<file path="src/rtl/load_store_request_queue_if.sv">
// Bundle of core request/response, cache port and status signals around the load/store queue.
// The queue side uses the slave modport; the environment (core + cache subsystem) uses master.
interface load_store_request_queue_if #(
    parameter int ADDR_WIDTH = 32,
    parameter int DATA_WIDTH = 32,
    parameter int PTR_WIDTH  = 2
);
    // Handshakes: a transfer happens on a rising edge where valid && ready are both 1.
    // The sender keeps valid and payload steady until that edge; ready never depends on a
    // future valid. The cache port has no ready: the request is held while cache_stall=1.
    logic                  req_valid;
    logic                  req_ready;
    logic [ADDR_WIDTH-1:0] req_addr;
    logic                  req_we;
    logic [DATA_WIDTH-1:0] req_wdata;
    logic                  req_flush;

    logic                  resp_valid;
    logic                  resp_ready;
    logic [DATA_WIDTH-1:0] resp_rdata;

    logic [ADDR_WIDTH-1:0] cache_addr;
    logic                  cache_read;
    logic                  cache_write;
    logic [DATA_WIDTH-1:0] cache_wdata;
    logic                  cache_flush;
    logic                  cache_stall;
    logic [DATA_WIDTH-1:0] cache_rdata;

    logic [PTR_WIDTH:0]    queue_count;
    logic                  busy;
    logic                  fsm_state;

    modport slave (
        input  req_valid, req_addr, req_we, req_wdata, req_flush,
        input  resp_ready, cache_stall, cache_rdata,
        output req_ready, resp_valid, resp_rdata,
        output cache_addr, cache_read, cache_write, cache_wdata, cache_flush,
        output queue_count, busy, fsm_state
    );

    modport master (
        output req_valid, req_addr, req_we, req_wdata, req_flush,
        output resp_ready, cache_stall, cache_rdata,
        input  req_ready, resp_valid, resp_rdata,
        input  cache_addr, cache_read, cache_write, cache_wdata, cache_flush,
        input  queue_count, busy, fsm_state
    );
endinterface

</file>
<file path="src/rtl/load_store_request_queue.sv">
// Load/store/flush request FIFO feeding the cache port one request at a time,
// with a single-entry load response register towards the core.
module load_store_request_queue #(
    parameter int ADDR_WIDTH = 32,
    parameter int DATA_WIDTH = 32,
    parameter int DEPTH      = 4,
    parameter int PTR_WIDTH  = 2
) (
    input logic clk,
    input logic rst,
    load_store_request_queue_if.slave bus
);
    localparam logic IDLE  = 1'b0;
    localparam logic ISSUE = 1'b1;

    localparam logic [PTR_WIDTH:0]   FULL_COUNT = (PTR_WIDTH + 1)'(DEPTH);
    localparam logic [PTR_WIDTH:0]   COUNT_ONE  = (PTR_WIDTH + 1)'(1);
    localparam logic [PTR_WIDTH-1:0] PTR_ONE    = PTR_WIDTH'(1);

    logic [DEPTH-1:0]      fifo_flush;
    logic [DEPTH-1:0]      fifo_we;
    logic [ADDR_WIDTH-1:0] fifo_addr  [DEPTH];
    logic [DATA_WIDTH-1:0] fifo_wdata [DEPTH];
    logic [PTR_WIDTH-1:0]  wr_ptr;
    logic [PTR_WIDTH-1:0]  rd_ptr;
    logic [PTR_WIDTH:0]    count;

    logic                  state;
    logic                  iss_read;
    logic                  iss_write;
    logic                  iss_flush;
    logic [ADDR_WIDTH-1:0] iss_addr;
    logic [DATA_WIDTH-1:0] iss_wdata;

    logic                  resp_valid_q;
    logic [DATA_WIDTH-1:0] resp_rdata_q;

    logic full;
    logic empty;
    logic push;
    logic pop;
    logic complete;
    logic head_is_load;
    logic slot_free;
    logic head_issuable;

    always_comb begin
        full         = (count == FULL_COUNT);
        empty        = (count == '0);
        push         = bus.req_valid && !full;
        complete     = (state == ISSUE) && !bus.cache_stall;
        head_is_load = !fifo_flush[rd_ptr] && !fifo_we[rd_ptr];
        // A load completing this edge fills the slot, so the next load must wait for it.
        slot_free     = (!resp_valid_q || bus.resp_ready) && !(complete && iss_read);
        head_issuable = !empty && (!head_is_load || slot_free);
        pop           = head_issuable && ((state == IDLE) || complete);
    end

    always_ff @(posedge clk) begin
        if (push) begin
            fifo_flush[wr_ptr] <= bus.req_flush;
            fifo_we[wr_ptr]    <= bus.req_we && !bus.req_flush;
            fifo_addr[wr_ptr]  <= bus.req_addr;
            fifo_wdata[wr_ptr] <= bus.req_wdata;
        end
    end

    always_ff @(posedge clk) begin
        if (rst) begin
            wr_ptr <= '0;
            rd_ptr <= '0;
            count  <= '0;
        end else begin
            if (push) wr_ptr <= wr_ptr + PTR_ONE;
            if (pop)  rd_ptr <= rd_ptr + PTR_ONE;
            case ({push, pop})
                2'b10:   count <= count + COUNT_ONE;
                2'b01:   count <= count - COUNT_ONE;
                default: count <= count;
            endcase
        end
    end

    always_ff @(posedge clk) begin
        if (rst) begin
            state     <= IDLE;
            iss_read  <= 1'b0;
            iss_write <= 1'b0;
            iss_flush <= 1'b0;
            iss_addr  <= '0;
            iss_wdata <= '0;
        end else if (pop) begin
            state     <= ISSUE;
            iss_read  <= head_is_load;
            iss_write <= fifo_we[rd_ptr];
            iss_flush <= fifo_flush[rd_ptr];
            iss_addr  <= fifo_addr[rd_ptr];
            iss_wdata <= fifo_wdata[rd_ptr];
        end else if (complete) begin
            state     <= IDLE;
            iss_read  <= 1'b0;
            iss_write <= 1'b0;
            iss_flush <= 1'b0;
        end
    end

    always_ff @(posedge clk) begin
        if (rst) begin
            resp_valid_q <= 1'b0;
            resp_rdata_q <= '0;
        end else if (complete && iss_read) begin
            resp_valid_q <= 1'b1;
            resp_rdata_q <= bus.cache_rdata;
        end else if (resp_valid_q && bus.resp_ready) begin
            resp_valid_q <= 1'b0;
        end
    end

    assign bus.req_ready   = !full;
    assign bus.resp_valid  = resp_valid_q;
    assign bus.resp_rdata  = resp_rdata_q;
    assign bus.cache_addr  = iss_addr;
    assign bus.cache_read  = iss_read;
    assign bus.cache_write = iss_write;
    assign bus.cache_wdata = iss_wdata;
    assign bus.cache_flush = iss_flush;
    assign bus.queue_count = count;
    assign bus.busy        = !empty || (state == ISSUE);
    assign bus.fsm_state   = state;
endmodule

</file>
<file path="src/flat_wrapper.sv">
// flat-port wrapper written by rule: the top's interface ports become plain ports
module load_store_request_queue_flat 
#(
    parameter int ADDR_WIDTH = 32,
    parameter int DATA_WIDTH = 32,
    parameter int DEPTH      = 4,
    parameter int PTR_WIDTH  = 2
)
  (clk, rst, bus_req_valid, bus_req_addr, bus_req_we, bus_req_wdata, bus_req_flush, bus_resp_ready, bus_cache_stall, bus_cache_rdata, bus_req_ready, bus_resp_valid, bus_resp_rdata, bus_cache_addr, bus_cache_read, bus_cache_write, bus_cache_wdata, bus_cache_flush, bus_queue_count, bus_busy, bus_fsm_state);
  load_store_request_queue_if #(.ADDR_WIDTH(ADDR_WIDTH), .DATA_WIDTH(DATA_WIDTH), .PTR_WIDTH(PTR_WIDTH)) bus_i ();
  input logic clk;
  input logic rst;
  input wire logic [$bits(bus_i.req_valid)-1:0] bus_req_valid;
  input wire logic [$bits(bus_i.req_addr)-1:0] bus_req_addr;
  input wire logic [$bits(bus_i.req_we)-1:0] bus_req_we;
  input wire logic [$bits(bus_i.req_wdata)-1:0] bus_req_wdata;
  input wire logic [$bits(bus_i.req_flush)-1:0] bus_req_flush;
  input wire logic [$bits(bus_i.resp_ready)-1:0] bus_resp_ready;
  input wire logic [$bits(bus_i.cache_stall)-1:0] bus_cache_stall;
  input wire logic [$bits(bus_i.cache_rdata)-1:0] bus_cache_rdata;
  output wire logic [$bits(bus_i.req_ready)-1:0] bus_req_ready;
  output wire logic [$bits(bus_i.resp_valid)-1:0] bus_resp_valid;
  output wire logic [$bits(bus_i.resp_rdata)-1:0] bus_resp_rdata;
  output wire logic [$bits(bus_i.cache_addr)-1:0] bus_cache_addr;
  output wire logic [$bits(bus_i.cache_read)-1:0] bus_cache_read;
  output wire logic [$bits(bus_i.cache_write)-1:0] bus_cache_write;
  output wire logic [$bits(bus_i.cache_wdata)-1:0] bus_cache_wdata;
  output wire logic [$bits(bus_i.cache_flush)-1:0] bus_cache_flush;
  output wire logic [$bits(bus_i.queue_count)-1:0] bus_queue_count;
  output wire logic [$bits(bus_i.busy)-1:0] bus_busy;
  output wire logic [$bits(bus_i.fsm_state)-1:0] bus_fsm_state;
  assign bus_i.req_valid = bus_req_valid;
  assign bus_i.req_addr = bus_req_addr;
  assign bus_i.req_we = bus_req_we;
  assign bus_i.req_wdata = bus_req_wdata;
  assign bus_i.req_flush = bus_req_flush;
  assign bus_i.resp_ready = bus_resp_ready;
  assign bus_i.cache_stall = bus_cache_stall;
  assign bus_i.cache_rdata = bus_cache_rdata;
  assign bus_req_ready = bus_i.req_ready;
  assign bus_resp_valid = bus_i.resp_valid;
  assign bus_resp_rdata = bus_i.resp_rdata;
  assign bus_cache_addr = bus_i.cache_addr;
  assign bus_cache_read = bus_i.cache_read;
  assign bus_cache_write = bus_i.cache_write;
  assign bus_cache_wdata = bus_i.cache_wdata;
  assign bus_cache_flush = bus_i.cache_flush;
  assign bus_queue_count = bus_i.queue_count;
  assign bus_busy = bus_i.busy;
  assign bus_fsm_state = bus_i.fsm_state;
  load_store_request_queue #(.ADDR_WIDTH(ADDR_WIDTH), .DATA_WIDTH(DATA_WIDTH), .DEPTH(DEPTH), .PTR_WIDTH(PTR_WIDTH)) u_core (.clk(clk), .rst(rst), .bus(bus_i));
endmodule
</file>
<file path="config.mk">
export PLATFORM = sky130hd
export DESIGN_NAME = load_store_request_queue_flat
export DESIGN_NICKNAME = d
export VERILOG_FILES = /design/src/rtl/load_store_request_queue_if.sv /design/src/rtl/load_store_request_queue.sv /design/src/flat_wrapper.sv
export SDC_FILE = /design/constraint.sdc
export NUM_CORES = 1
export LEC_CHECK = 0
export ABC_AREA = 1
export BUFFER_PORTS_ARGS = -buffer_cell sky130_fd_sc_hd__buf_2
export CORE_MARGIN = 2
export CORE_UTILIZATION = 61
export DETAILED_ROUTE_END_ITERATION = 8
export HOLD_SLACK_MARGIN = 0.06
export PLACE_DENSITY_LB_ADDON = 0.08
export SLEW_MARGIN = 0
export SYNTH_ARGS = -nofsm -noshare
export SYNTH_HDL_FRONTEND = slang
export SYNTH_SLANG_ARGS = --single-unit
</file>
<file path="constraint.sdc">
create_clock -name clk -period 6.65 [get_ports clk]
set_input_delay 0.665 -clock clk [delete_from_list [all_inputs] [get_ports clk]]
set_output_delay 0.665 -clock clk [all_outputs]
set_load 0.005 [all_outputs]
</file>
* After elaboration in Yosys (flattened, before gate mapping)
Memory sizes are Yosys's and may differ from the RTL's. A register that Yosys moved wholly into a read port is not among the register bits.
Index checks and enable logic that the tools add are counted.
** Storage, ports and cells
- Flip-flop bits (word level) :: 52
- Bits in writable memories :: 256
- Input port bits :: 103
- Output and inout port bits :: 106
- Logic and storage cells :: 69
- Memories :: 2
** Memory list
- u_core.fifo_addr :: depth 4, width 32, rd ports 1, clocked after Yosys merged registers in 1, wr ports 1, RTL line load_store_request_queue.sv:22 : logic [ADDR_WIDTH-1:0] fifo_addr [DEPTH];
- u_core.fifo_wdata :: depth 4, width 32, rd ports 1, clocked after Yosys merged registers in 1, wr ports 1, RTL line load_store_request_queue.sv:23 : logic [DATA_WIDTH-1:0] fifo_wdata [DEPTH];
** Operators by class
- $add $sub $neg :: 4
- $lt $le $gt $ge :: 3
- Eq/ne operators :: 3
- Multiplexer cells :: 18
- Bitwise logic cells :: 1
- Reduce and logical (&&, ||, !) cells :: 27
** Operators by type and width (count)
- two-way mux 1 bit :: 12
- logical AND 1 bit :: 10
- zero test 1 bit :: 9
- bitwise mux 4 bit :: 2
- less-than comparator 2 x 3 -> 1 bit (second input constant) :: 2
- case mux 3 bit (2 select lines) :: 1
- nonzero test 2 bit :: 3
- adder 2 x 1 -> 2 bit (second input constant) :: 2
- binary-select mux 1 bit (select 2 bit) :: 2
- logical OR 1 bit :: 4
- adder 3 x 1 -> 3 bit (second input constant) :: 1
- equality test 3 bit (second input constant) :: 1
- zero test 3 bit :: 1
- subtractor 3 x 1 -> 3 bit (second input constant) :: 1
- demux 1 bit (select 2 bit) :: 1
- equality test 2 x 1 -> 1 bit (second input constant) :: 1
- equality test 2 bit (second input constant) :: 1
- >= comparator 2 x 1 -> 1 bit (second input constant) :: 1
- inverter 1 bit :: 1

* Longest topological paths before layout
Gate-level depths: netlist (run 1).
- Word-level depth :: 10
- Mapped depth :: 16
- Depth with buffers taken out :: 14

* Least setup slack after synthesis (run 1)
No wires, ideal clock.
- Kind :: input to register
- Start point :: input bus_req_valid
- End point :: memory u_core.fifo_addr[0][0], enable pin
- Setup time :: 491 ps
- Data arrival time :: 3597 ps
- Data required time :: 6159 ps
- Path slack :: 2562 ps
- Stages on the path :: 2
- Path buffers :: 0
- Path through :: nand2_1 -> nor2_1
** Between the ends
- Longest elaborated chain between the ends :: 3
** Ends and longest elaborated chain
- from (decl) :: RTL line flat_wrapper.sv:13 : input wire logic [$bits(bus_i.req_valid)-1:0] bus_req_valid;
- logical AND 1 bit :: RTL line load_store_request_queue.sv:50 : push = bus.req_valid && !full;
- two-way mux 1 bit :: RTL line load_store_request_queue.sv:60 : if (push) begin
- two-way mux 1 bit (not written as such) :: RTL line load_store_request_queue.sv:63 : fifo_addr[wr_ptr] <= bus.req_addr;
- to (decl) :: RTL line load_store_request_queue.sv:22
Every way passes these cells.

* Worst setup path in the final report (run 1)
- Start point :: register u_core.rd_ptr[1]
- End point :: register u_core.count[2] (netlist: u_core.bus.queue_count[2])
** Between the ends
- Longest elaborated chain between the ends :: 10
- Elaborated cells between the ends (all ways) :: 15
- Classes of those cells :: eq/ne: 2; mux: 5; reduce/logical: 8
** Ends and longest elaborated chain
- from (decl) :: RTL line load_store_request_queue.sv:25 : logic [PTR_WIDTH-1:0] rd_ptr;
- from (signal assigned) :: RTL line load_store_request_queue.sv:75 : if (pop) rd_ptr <= rd_ptr + PTR_ONE;
- binary-select mux 1 bit (select 2 bit) :: RTL line load_store_request_queue.sv:52 : head_is_load = !fifo_flush[rd_ptr] && !fifo_we[rd_ptr];
- two-way mux 1 bit (not written as such) :: RTL line load_store_request_queue.sv:52
- zero test 1 bit :: RTL line load_store_request_queue.sv:52
- logical AND 1 bit (*) :: RTL line load_store_request_queue.sv:52
- zero test 1 bit (*) :: RTL line load_store_request_queue.sv:55 : head_issuable = !empty && (!head_is_load || slot_free);
- logical OR 1 bit (*) :: RTL line load_store_request_queue.sv:55
- logical AND 1 bit (*) :: RTL line load_store_request_queue.sv:55
- logical AND 1 bit (*) :: RTL line load_store_request_queue.sv:56 : pop = head_issuable && ((state == IDLE) || complete);
- equality test 2 x 1 -> 1 bit or equality test 2 bit (tied branches) :: RTL line load_store_request_queue.sv:76 : case ({push, pop})
- case mux 3 bit (2 select lines) or nonzero test 2 bit (tied branches)
- to (signal assigned) :: RTL line load_store_request_queue.sv:77 : 2'b10: count <= count + COUNT_ONE;
- to (signal assigned) :: RTL line load_store_request_queue.sv:78 : 2'b01: count <= count - COUNT_ONE;
- to (signal assigned) :: RTL line load_store_request_queue.sv:79 : default: count <= count;
- to (decl) :: RTL line load_store_request_queue.sv:26 : logic [PTR_WIDTH:0] count;
Mark *: on every way between the ends. The rest lies on a longest branch, timed or not. The select of a mux whose other input is x is not followed.
A chain may end at the register's enable or synchronous reset.

==> impl_metrics.toml, run 1 <==
[run_status]
outcome = "completed"

[cts]
htree_levels = 2
clockRootBuffer = "clkbuf_16"
clk_path_buf_depth = 3
cts_resized = 0
cts-buffers-inserted = 38
postCtsSetupBuffers = 0
cts_hold_buf = 0
clkSinkCount = 372
clk_latency_ns = 0.52
cts.clk_slew.worst_paths_ns = 0.07
cts_tree = "built"

[die]
die_w_um = 154
coreArea_um2 = 21900
row_count = 54
start_util = 0.625
ios = 209
die_h_um = 154
die_area_um2 = 23600

[grt]
grt_first_pass_wirelength_um = 45400
track_usage = 0.242
grt_overflow = 0
antenna_found_initial = 4
grt_pass1_vias = 8627
grt_max_degree = 98

[timing]
slew_violations = 0
rsz0062_at_grt = "false"
skew_ns = 0.00980
fin_setup_tns_ns = 0
fmax_mhz = 237
worstMarginPinSlew_ns = 1.06
setup_viol = 0
hold_viol = 0
fin_crit_sh = 0.636
worst_slack_ns = 2.42
relSlewSlack = 0.295
min_period_ns = 4.23

[synthesis]
synth_top_area_share = 0.579
synth.distinct_cells = 25
synthAdderAreaFrac = 0.00603
synthMuxAreaShare = 0
synth_top_family_by_area = "compound AO/OA/AOI/OAI gates"
yosysSeqAreaShare = 0.737
yosys-top-cells-area = "edfxtp_1 58%, dfxtp_1 16%, o21ai_0 6.0%"
synth-edff-count = 264
avgSynthCellArea_um2 = 12.0
syn_area_um2 = 13700
synth_xor_area_frac = 0.000640
synth_compound_area_frac = 0.132
synth_fp_nets = 1251
yosysTopAreaCell = "edfxtp_1"
ys_async_sr_fraction = 0
yosys.area_share.simple = 0.0846
syn_inst = 1142
ys.flop_type = "edfxtp_1"
synth.yosys.warnings = 0
ys_seq_elements = 372

[min_path]
min-delay-start = "bus_req_addr[2]"
hold_end = "u_core.fifo_addr[0][2]"
min_path_type = "in2reg"
whs_path_depth = 1

[setup_path]
r2r_slack_ns = 2.42
cp-start-kind = "register"
startpoint = "u_core.rd_ptr[1]"
crit_type = "reg2reg"
crit_fanout = 71
cp.arrival_ns = 4.63
endpoint_kind = "register"
r2r_start = "u_core.rd_ptr[1]"
required_ns = 7.05
r2r_end = "u_core.bus.queue_count[2]"
reg2regPathDepth = 15

[job]
drv_cap = 0

[placed_design]
dpl-instance-area_um2 = 14900
dp_cells = 1565
place_ws_ns = 2.46
hpwl_um = 15300
io_buffers = 208
gp_congestion = 0.733

[power]
combPwrFrac = 0.253
p_sw_mw = 2.21
cellLeakagePower_nw = 6.03
pwr-share-clk = 0.305
pwr_density_cell_nw_per_um2 = 433
power_frac_seq = 0.442
ir_worst_vdd_mv = 0.387
power.internal_mw = 4.79
swShare = 0.316

[layout]
stdcell_count = 1640
nets = 1434
drive_gt1_frac = 0.217
area_growth_syn_to_layout_pct = 18.0
design_area_um2 = 16100

[routing]
drt-total-wl_um = 29000
ant_nets = 0
drc = 0
dr.pass1.iters = 5
vias = 9087
post_drt_wl_per_cell_um = 17.7
drt_iter0_markers = 787
avgViaCountPerCell = 5.54
## stage by stage
step                hold slack (ns)   util  power (mW)
floorplan                     0.440      -        4.31
global placement              0.429  0.679        4.86
detailed placement            0.435  0.679        4.90
CTS                           0.340  0.737        7.03
global route                  0.349  0.737        7.39
finish                        0.355  0.737        6.99
## cells in the mapped netlist, types with 2 or more instances
cell type    n
o21ai_0    165
inv_1       50
nand4_1      3
nand3_2      2
nand2_1    145
buf_6        5
nor2_1     136
a21oi_1     98
buf_1        3
o22ai_1     64
edfxtp_1   264
dfxtp_1    108
a21oi_2     10
ha_1         5
nand3_1     10
clkbuf_1    52
buf_2       14
## critical path, cell delays in order (launching register included)
cell	delay [ns]
dfxtp_2	0.32
buf_4	0.61
inv_2	0.27
buf_4	0.40
nand3_1	0.18
nand2_1	0.10
nand3_2	0.11
nand3_4	0.74
inv_2	0.24
ha_1	0.16
inv_1	0.07
fa_1	0.39
a21oi_1	0.15
o21ai_0	0.12
o21ai_0	0.15
a21oi_1	0.05
## routing by layer
layer | up-vias | routed length, µm | GRT usage
met2 | 288 | 14100 | 0.400
met5 | - | 0 | 0
met1 | 4353 | 12400 | 0.332
met4 | 0 | 384 | 0.0616
met3 | 32 | 2080 | 0.0510
li1 | 4414 | - | -
## cell families (layout without fill, tap and decap cells)
logic type,after synthesis,after routing
other,0,5
buffers and inverters,127,340
XOR/XNOR,1,1
AND/OR/NAND/NOR,298,298
flip-flops,372,372
AO/OA/AOI/OAI,338,338
adder cells (fa/ha/maj),6,6
## cell type report
| type | instances | area [µm²] |
|---|---|---|
| flip-flops and latches | 372 | 10100 |
| fillers | 1532 | 5750 |
| multi-input cells | 643 | 3100 |
| repair buffers | 218 | 1120 |
| clock buffers | 56 | 1100 |
| well taps | 280 | 350 |
| inverters | 52 | 198 |
| clock inverters | 14 | 168 |
| diodes | 5 | 12.5 |
## power by group through the flow
stage	Sequential (mW)	Combinational [mW]	Clock (mW)
2_1_floorplan	3.08	1.23	0
3_3_place_gp	3.12	1.74	0
3_5_place_dp	3.13	1.77	0
4_1_cts	3.09	1.78	2.17
5_1_grt	3.13	2.00	2.26
6_report	3.09	1.77	2.14
## worst max path at each step
stage	to	slack, ns
5_1_grt	u_core.bus.queue_count[2]	2.01
3_3_place_gp	u_core.bus.queue_count[2]	2.50
6_report	u_core.bus.queue_count[2]	2.42
3_5_place_dp	u_core.bus.queue_count[2]	2.46
2_1_floorplan	u_core.fifo_addr[0][0]	2.56
4_1_cts	u_core.bus.queue_count[2]	2.47
## sequential cells by signal, summed over array words and instances (netlist names)
signal,count
u_core.bus.fsm_state,1
u_core.bus.cache_addr,32
u_core.bus.queue_count,3
u_core.fifo_flush,4
u_core.rd_ptr,2
u_core.bus.cache_write,1
u_core.wr_ptr,2
u_core.bus.resp_rdata,32
u_core.bus.cache_flush,1
u_core.fifo_addr,128
u_core.fifo_wdata,128
u_core.bus.cache_read,1
u_core.fifo_we,4
u_core.bus.cache_wdata,32
u_core.bus.resp_valid,1
## cell usage in the layout (no fill, tap or decap), types with 11 or more instances in the layout
| cell | n |
|---|---|
| o21ai_0 | 165 |
| a21oi_1 | 98 |
| clkbuf_16 | 41 |
| buf_2 | 207 |
| buf_4 | 11 |
| clkbuf_1 | 13 |
| inv_1 | 49 |
| nand2_1 | 145 |
| edfxtp_1 | 264 |
| o22ai_1 | 64 |
| dfxtp_1 | 106 |
| nor2_1 | 132 |
No activity file was read; power rests on OpenSTA's default activity.
==> run 2, diff against run 1 <==
--- a/config.mk
+++ b/config.mk
@@ -8,7 +8,7 @@
 export ABC_AREA = 1
 export BUFFER_PORTS_ARGS = -buffer_cell sky130_fd_sc_hd__buf_2
 export CORE_MARGIN = 2
-export CORE_UTILIZATION = 61
+export CORE_UTILIZATION = 51
 export DETAILED_ROUTE_END_ITERATION = 8
 export HOLD_SLACK_MARGIN = 0.06
 export PLACE_DENSITY_LB_ADDON = 0.08
==> constraint.sdc (replaced) <==
create_clock -name clk -period 3.5 [get_ports clk]
set_input_delay 0.35 -clock clk [delete_from_list [all_inputs] [get_ports clk]]
set_output_delay 0.35 -clock clk [all_outputs]
set_load 0.005 [all_outputs]
==> impl_metrics.toml, run 2 (synthesized netlist as in run 1, its figures left out) <==
[die]
row_count = 59
ios = 209
coreArea_um2 = 26200
die_area_um2 = 28200
start_util = 0.522
die_w_um = 168
die_h_um = 168

[timing]
relSlewSlack = 0.331
setup_viol = 0
fmax_mhz = 395
fin_crit_sh = 0.723
slew_violations = 0
min_period_ns = 2.53
worst_hold_slack_ns = 0.0992
fin_setup_tns_ns = 0
worstMarginPinSlew_ns = 1.00
skew_ns = 0.0119
hold_viol = 0
rsz0062_at_grt = "false"

[cts]
clk_latency_ns = 0.52
clockRootBuffer = "clkbuf_16"
clk_path_buf_depth = 3
cts_tree = "built"
cts.clk_slew.worst_paths_ns = 0.06
clkSinkCount = 372
htree_levels = 2
cts-buffers-inserted = 39

[run_status]
outcome = "completed"

[job]
drv_cap = 0

[layout]
area_growth_syn_to_layout_pct = 23.8
insertedDiodeCount = 0
layout_commonest_cell = "edfxtp_1"
drive_gt1_frac = 0.209
top_regs = "u_core.fifo_addr x128, u_core.fifo_wdata x128"
nets = 1506
final_cell_mix = "264 x edfxtp_1, 207 x buf_2, 165 x o21ai_0"
fin_util = 0.647
design_area_um2 = 16900

[placed_design]
io_buffers = 208
gp_congestion = 0.733
hpwl_um = 16100
dpl-instance-area_um2 = 15000

[setup_path]
crit_end = "u_core.bus.queue_count[2]"
endpoint_kind = "register"
cp-start-kind = "register"
cp.arrival_ns = 2.93
crit_fanout = 25
startpoint = "u_core.rd_ptr[1]"
r2r_slack_ns = 0.97
r2r_start = "u_core.rd_ptr[1]"
crit_type = "reg2reg"
required_ns = 3.90
reg2regPathDepth = 13
r2r_end = "u_core.bus.queue_count[2]"

[min_path]
min_path_type = "in2reg"
min-delay-start = "bus_req_flush"

[routing]
dr.pass1.iters = 5
drc = 0
post_drt_wl_per_cell_um = 17.1
avgViaCountPerCell = 5.30
vias = 9333
drt_iter0_markers = 762
drt-total-wl_um = 30100
ant_nets = 0

[power]
cellLeakagePower_nw = 6.34
pwr_density_cell_nw_per_um2 = 794
ir_worst_vdd_mv = 0.651

[grt]
antenna_found_initial = 1
track_usage = 0.212
grt_pass1_vias = 8837
grt_max_degree = 73
grt_first_pass_wirelength_um = 47200
grt_overflow = 0
==> run 2: cell count changes in the layout (fill, tap and decap cells not counted), sizes merged <==
cell         previous run  this run
dlygate4sd3             0        64
clkbuf                 56        54
clkinvlp                1         0
clkinv                  9        12
diode                   5         0
buf                   218       225
bufinv                  4         5
==> run 2: worst min path at each step <==
stage,end,cells past startpoint,slack [ns]
final,u_core.fifo_flush[2],1,0.1
after global routing,u_core.fifo_flush[1],1,0.08
after CTS,u_core.fifo_wdata[2][10],1,0.06
after detailed placement,u_core.bus.resp_rdata[18],2,0.43
after global placement,u_core.bus.resp_rdata[25],2,0.43
after floorplan,u_core.bus.resp_rdata[0],2,0.44
==> run 2: critical path: stages, from the launching register on <==
cell and delay [ns]:
dfxtp_2 0.64, inv_2 0.22, nand3_1 0.13, nand2_1 0.10, nand3_2 0.13, nand3_4 0.07
inv_2 0.07, ha_1 0.13, inv_1 0.07, fa_1 0.38, a21oi_1 0.14, o21ai_0 0.11
o21ai_0 0.16, a21oi_1 0.05
==> run 2: routing by layer <==
metal / vias up / part of all wire / track usage
met5: - / 0.00053 / 0
met4: 2 / 0.015 / 0.0567
met3: 42 / 0.064 / 0.0409
met2: 284 / 0.48 / 0.358
met1: 4450 / 0.44 / 0.284
li1: 4555 / - / -
==> run 2: metrics by stage <==
step           instances  power [mW]  setup WS, ns
2_1_floorplan       1142        8.19        -0.485
3_3_place_gp        1627        9.34          1.00
3_5_place_dp        1627        9.41         0.965
4_1_cts             1761        13.6         0.963
5_1_grt             1762        14.3         0.757
6_report            1762        13.5         0.968
==> run 2: report_power, final <==
part           leakage [nW]  total, mW  switching (mW)  internal (mW)
Sequential             3.31       5.78           0.315           5.46
Combinational          2.41       3.57            2.34           1.22
Clock                 0.623       4.11            1.58           2.53
Total                  6.34       13.5            4.24           9.22
==> run 2: final cells by class <==
| type | count | area, µm² |
|---|---|---|
| repair buffers | 289 | 1850 |
| clock inverters | 17 | 199 |
| flip-flops and latches | 372 | 10100 |
| well taps | 335 | 419 |
| clock buffers | 54 | 1080 |
| fillers | 2055 | 9260 |
| multi-input cells | 643 | 3100 |
| inverters | 52 | 198 |
==> run 2: timing repair <==
item	CTS	global route
endpoints found under the setup margin	0	0
hold endpoints to repair	252	4
resized for setup	0	0
hold buffers	63	1
buffers inserted	0	0
==> run 3, diff against run 2 <==
--- a/config.mk
+++ b/config.mk
@@ -8,7 +8,7 @@
 export ABC_AREA = 1
 export BUFFER_PORTS_ARGS = -buffer_cell sky130_fd_sc_hd__buf_2
 export CORE_MARGIN = 2
-export CORE_UTILIZATION = 51
+export CORE_UTILIZATION = 56
 export DETAILED_ROUTE_END_ITERATION = 8
 export HOLD_SLACK_MARGIN = 0.06
 export PLACE_DENSITY_LB_ADDON = 0.08
==> constraint.sdc (replaced) <==
create_clock -name clk -period 2.4 [get_ports clk]
set_input_delay 0.24 -clock clk [delete_from_list [all_inputs] [get_ports clk]]
set_output_delay 0.24 -clock clk [all_outputs]
set_load 0.005 [all_outputs]
==> impl_metrics.toml, run 3 (synthesized netlist as in run 1, its figures left out) <==
[cts]
clkSinkCount = 372
clk_path_buf_depth = 3
cts-buffers-inserted = 39
htree_levels = 2
clockRootBuffer = "clkbuf_16"
clk_latency_ns = 0.52
cts_tree = "built"
cts.clk_slew.worst_paths_ns = 0.06

[die]
coreArea_um2 = 24200
die_h_um = 160
start_util = 0.566
die_w_um = 160
row_count = 57
die_area_um2 = 25700
ios = 209

[layout]
design_area_um2 = 17300
layout_commonest_cell = "edfxtp_1"
area_growth_syn_to_layout_pct = 26.2
top_regs = "u_core.fifo_addr x128, u_core.fifo_wdata x128"
final_cell_mix = "264 x edfxtp_1, 207 x buf_2, 165 x o21ai_0"
nets = 1547
stdcell_count = 1792
fin_util = 0.714
drive_gt1_frac = 0.211

[routing]
drt-total-wl_um = 31000
avgViaCountPerCell = 5.37
ant_nets = 0
dr.pass1.iters = 7
drc = 0
drt_iter0_markers = 742
post_drt_wl_per_cell_um = 17.3
vias = 9616

[min_path]
min_path_type = "in2reg"
hold_end = "u_core.fifo_we[2]"
whs_path_depth = 3
min-delay-start = "bus_req_we"

[power]
cellLeakagePower_nw = 6.49
ir_worst_vdd_mv = 0.735
pwr_density_cell_nw_per_um2 = 1120
finalPower_mw = 19.3

[setup_path]
r2r_slack_ns = 0.22
cp.arrival_ns = 2.57
required_ns = 2.79
r2r_start = "u_core.rd_ptr[1]"
reg2regPathDepth = 13
endpoint_kind = "register"
crit_type = "reg2reg"
r2r_end = "u_core.bus.queue_count[2]"
crit_fanout = 12
cp-start-kind = "register"

[job]
drv_cap = 0

[timing]
fin_crit_sh = 0.908
hold_viol = 0
rsz0062_at_grt = "false"
skew_ns = 0.0150
relSlewSlack = 0.410
worstMarginPinSlew_ns = 0.885
fmax_mhz = 459
setup_viol = 0
min_period_ns = 2.18
worst_hold_slack_ns = 0.140
slew_violations = 0

[placed_design]
dpl-instance-area_um2 = 15100
io_buffers = 208
dp_cells = 1623
gp_congestion = 0.785
hpwl_um = 16800

[grt]
grt_first_pass_wirelength_um = 48500
grt_pass1_vias = 9329
track_usage = 0.239
antenna_found_initial = 1
grt_max_degree = 79
grt_overflow = 0

[run_status]
outcome = "completed"
run 3: cell count changes in the layout (fill, tap and decap cells not counted), sizes merged:
cell,delta
buf,+7
bufinv,-4
clkbuf,-1
clkinv,+2
clkinvlp,+1
diode,+1
dlygate4sd3,+34
inv,+1
run 3: critical path, cell delays in order, from the launching register on:
cell and delay [ns]:
dfxtp_2 0.46, inv_2 0.09, nand3_1 0.10, nand2_1 0.10, nand3_2 0.13, nand3_4 0.07
inv_2 0.09, ha_1 0.14, inv_1 0.07, fa_1 0.38, a21oi_1 0.14, o21ai_0 0.11
o21ai_0 0.15, a21oi_1 0.05
run 3: layer usage:
layer	share of wire	vias up	global-route usage
li1	-	4638	-
met1	0.43	4618	0.311
met2	0.50	315	0.412
met3	0.054	45	0.0372
met4	0.021	0	0.0815
met5	0	-	0
run 3: cell type report:
cell class / count / area [µm²]
fill: 1697 / 6910
inverter: 52 / 198
clock buffer: 53 / 1070
tap: 324 / 405
clock inverter: 17 / 110
antenna: 1 / 2.50
sequential: 372 / 10100
multi-input combinational: 643 / 3100
timing repair buffer: 330 / 2290
run 3: report_power, final:
group	switching, mW	total [mW]	internal [mW]
sequential	0.440	8.41	7.97
combinational	3.47	5.36	1.89
clock	2.30	5.52	3.23
run 3: worst max path at each step:
stage | startpoint | end
floorplan | u_core.bus.queue_count[1] | u_core.fifo_addr[0][0]
global placement | u_core.rd_ptr[1] | u_core.bus.queue_count[2]
detailed placement | u_core.rd_ptr[1] | u_core.bus.queue_count[2]
CTS | u_core.rd_ptr[1] | u_core.bus.queue_count[2]
global route | u_core.rd_ptr[1] | u_core.bus.queue_count[2]
finish | u_core.rd_ptr[1] | u_core.bus.queue_count[2]
run 3: through the flow:
step           setup TNS (ns)  worst slack, ns
3_5_place_dp                0            0.237
5_1_grt                     0           0.0479
2_1_floorplan         -138.03           -0.523
6_report                    0            0.221
4_1_cts                     0            0.228
3_3_place_gp                0            0.272
run 3: what timing repair did:
item                                   in CTS  in global routing
buffers inserted                            0                  0
gates resized for setup                     0                  0
hold buffers                               98                  0
endpoints found under the hold margin     293                  0
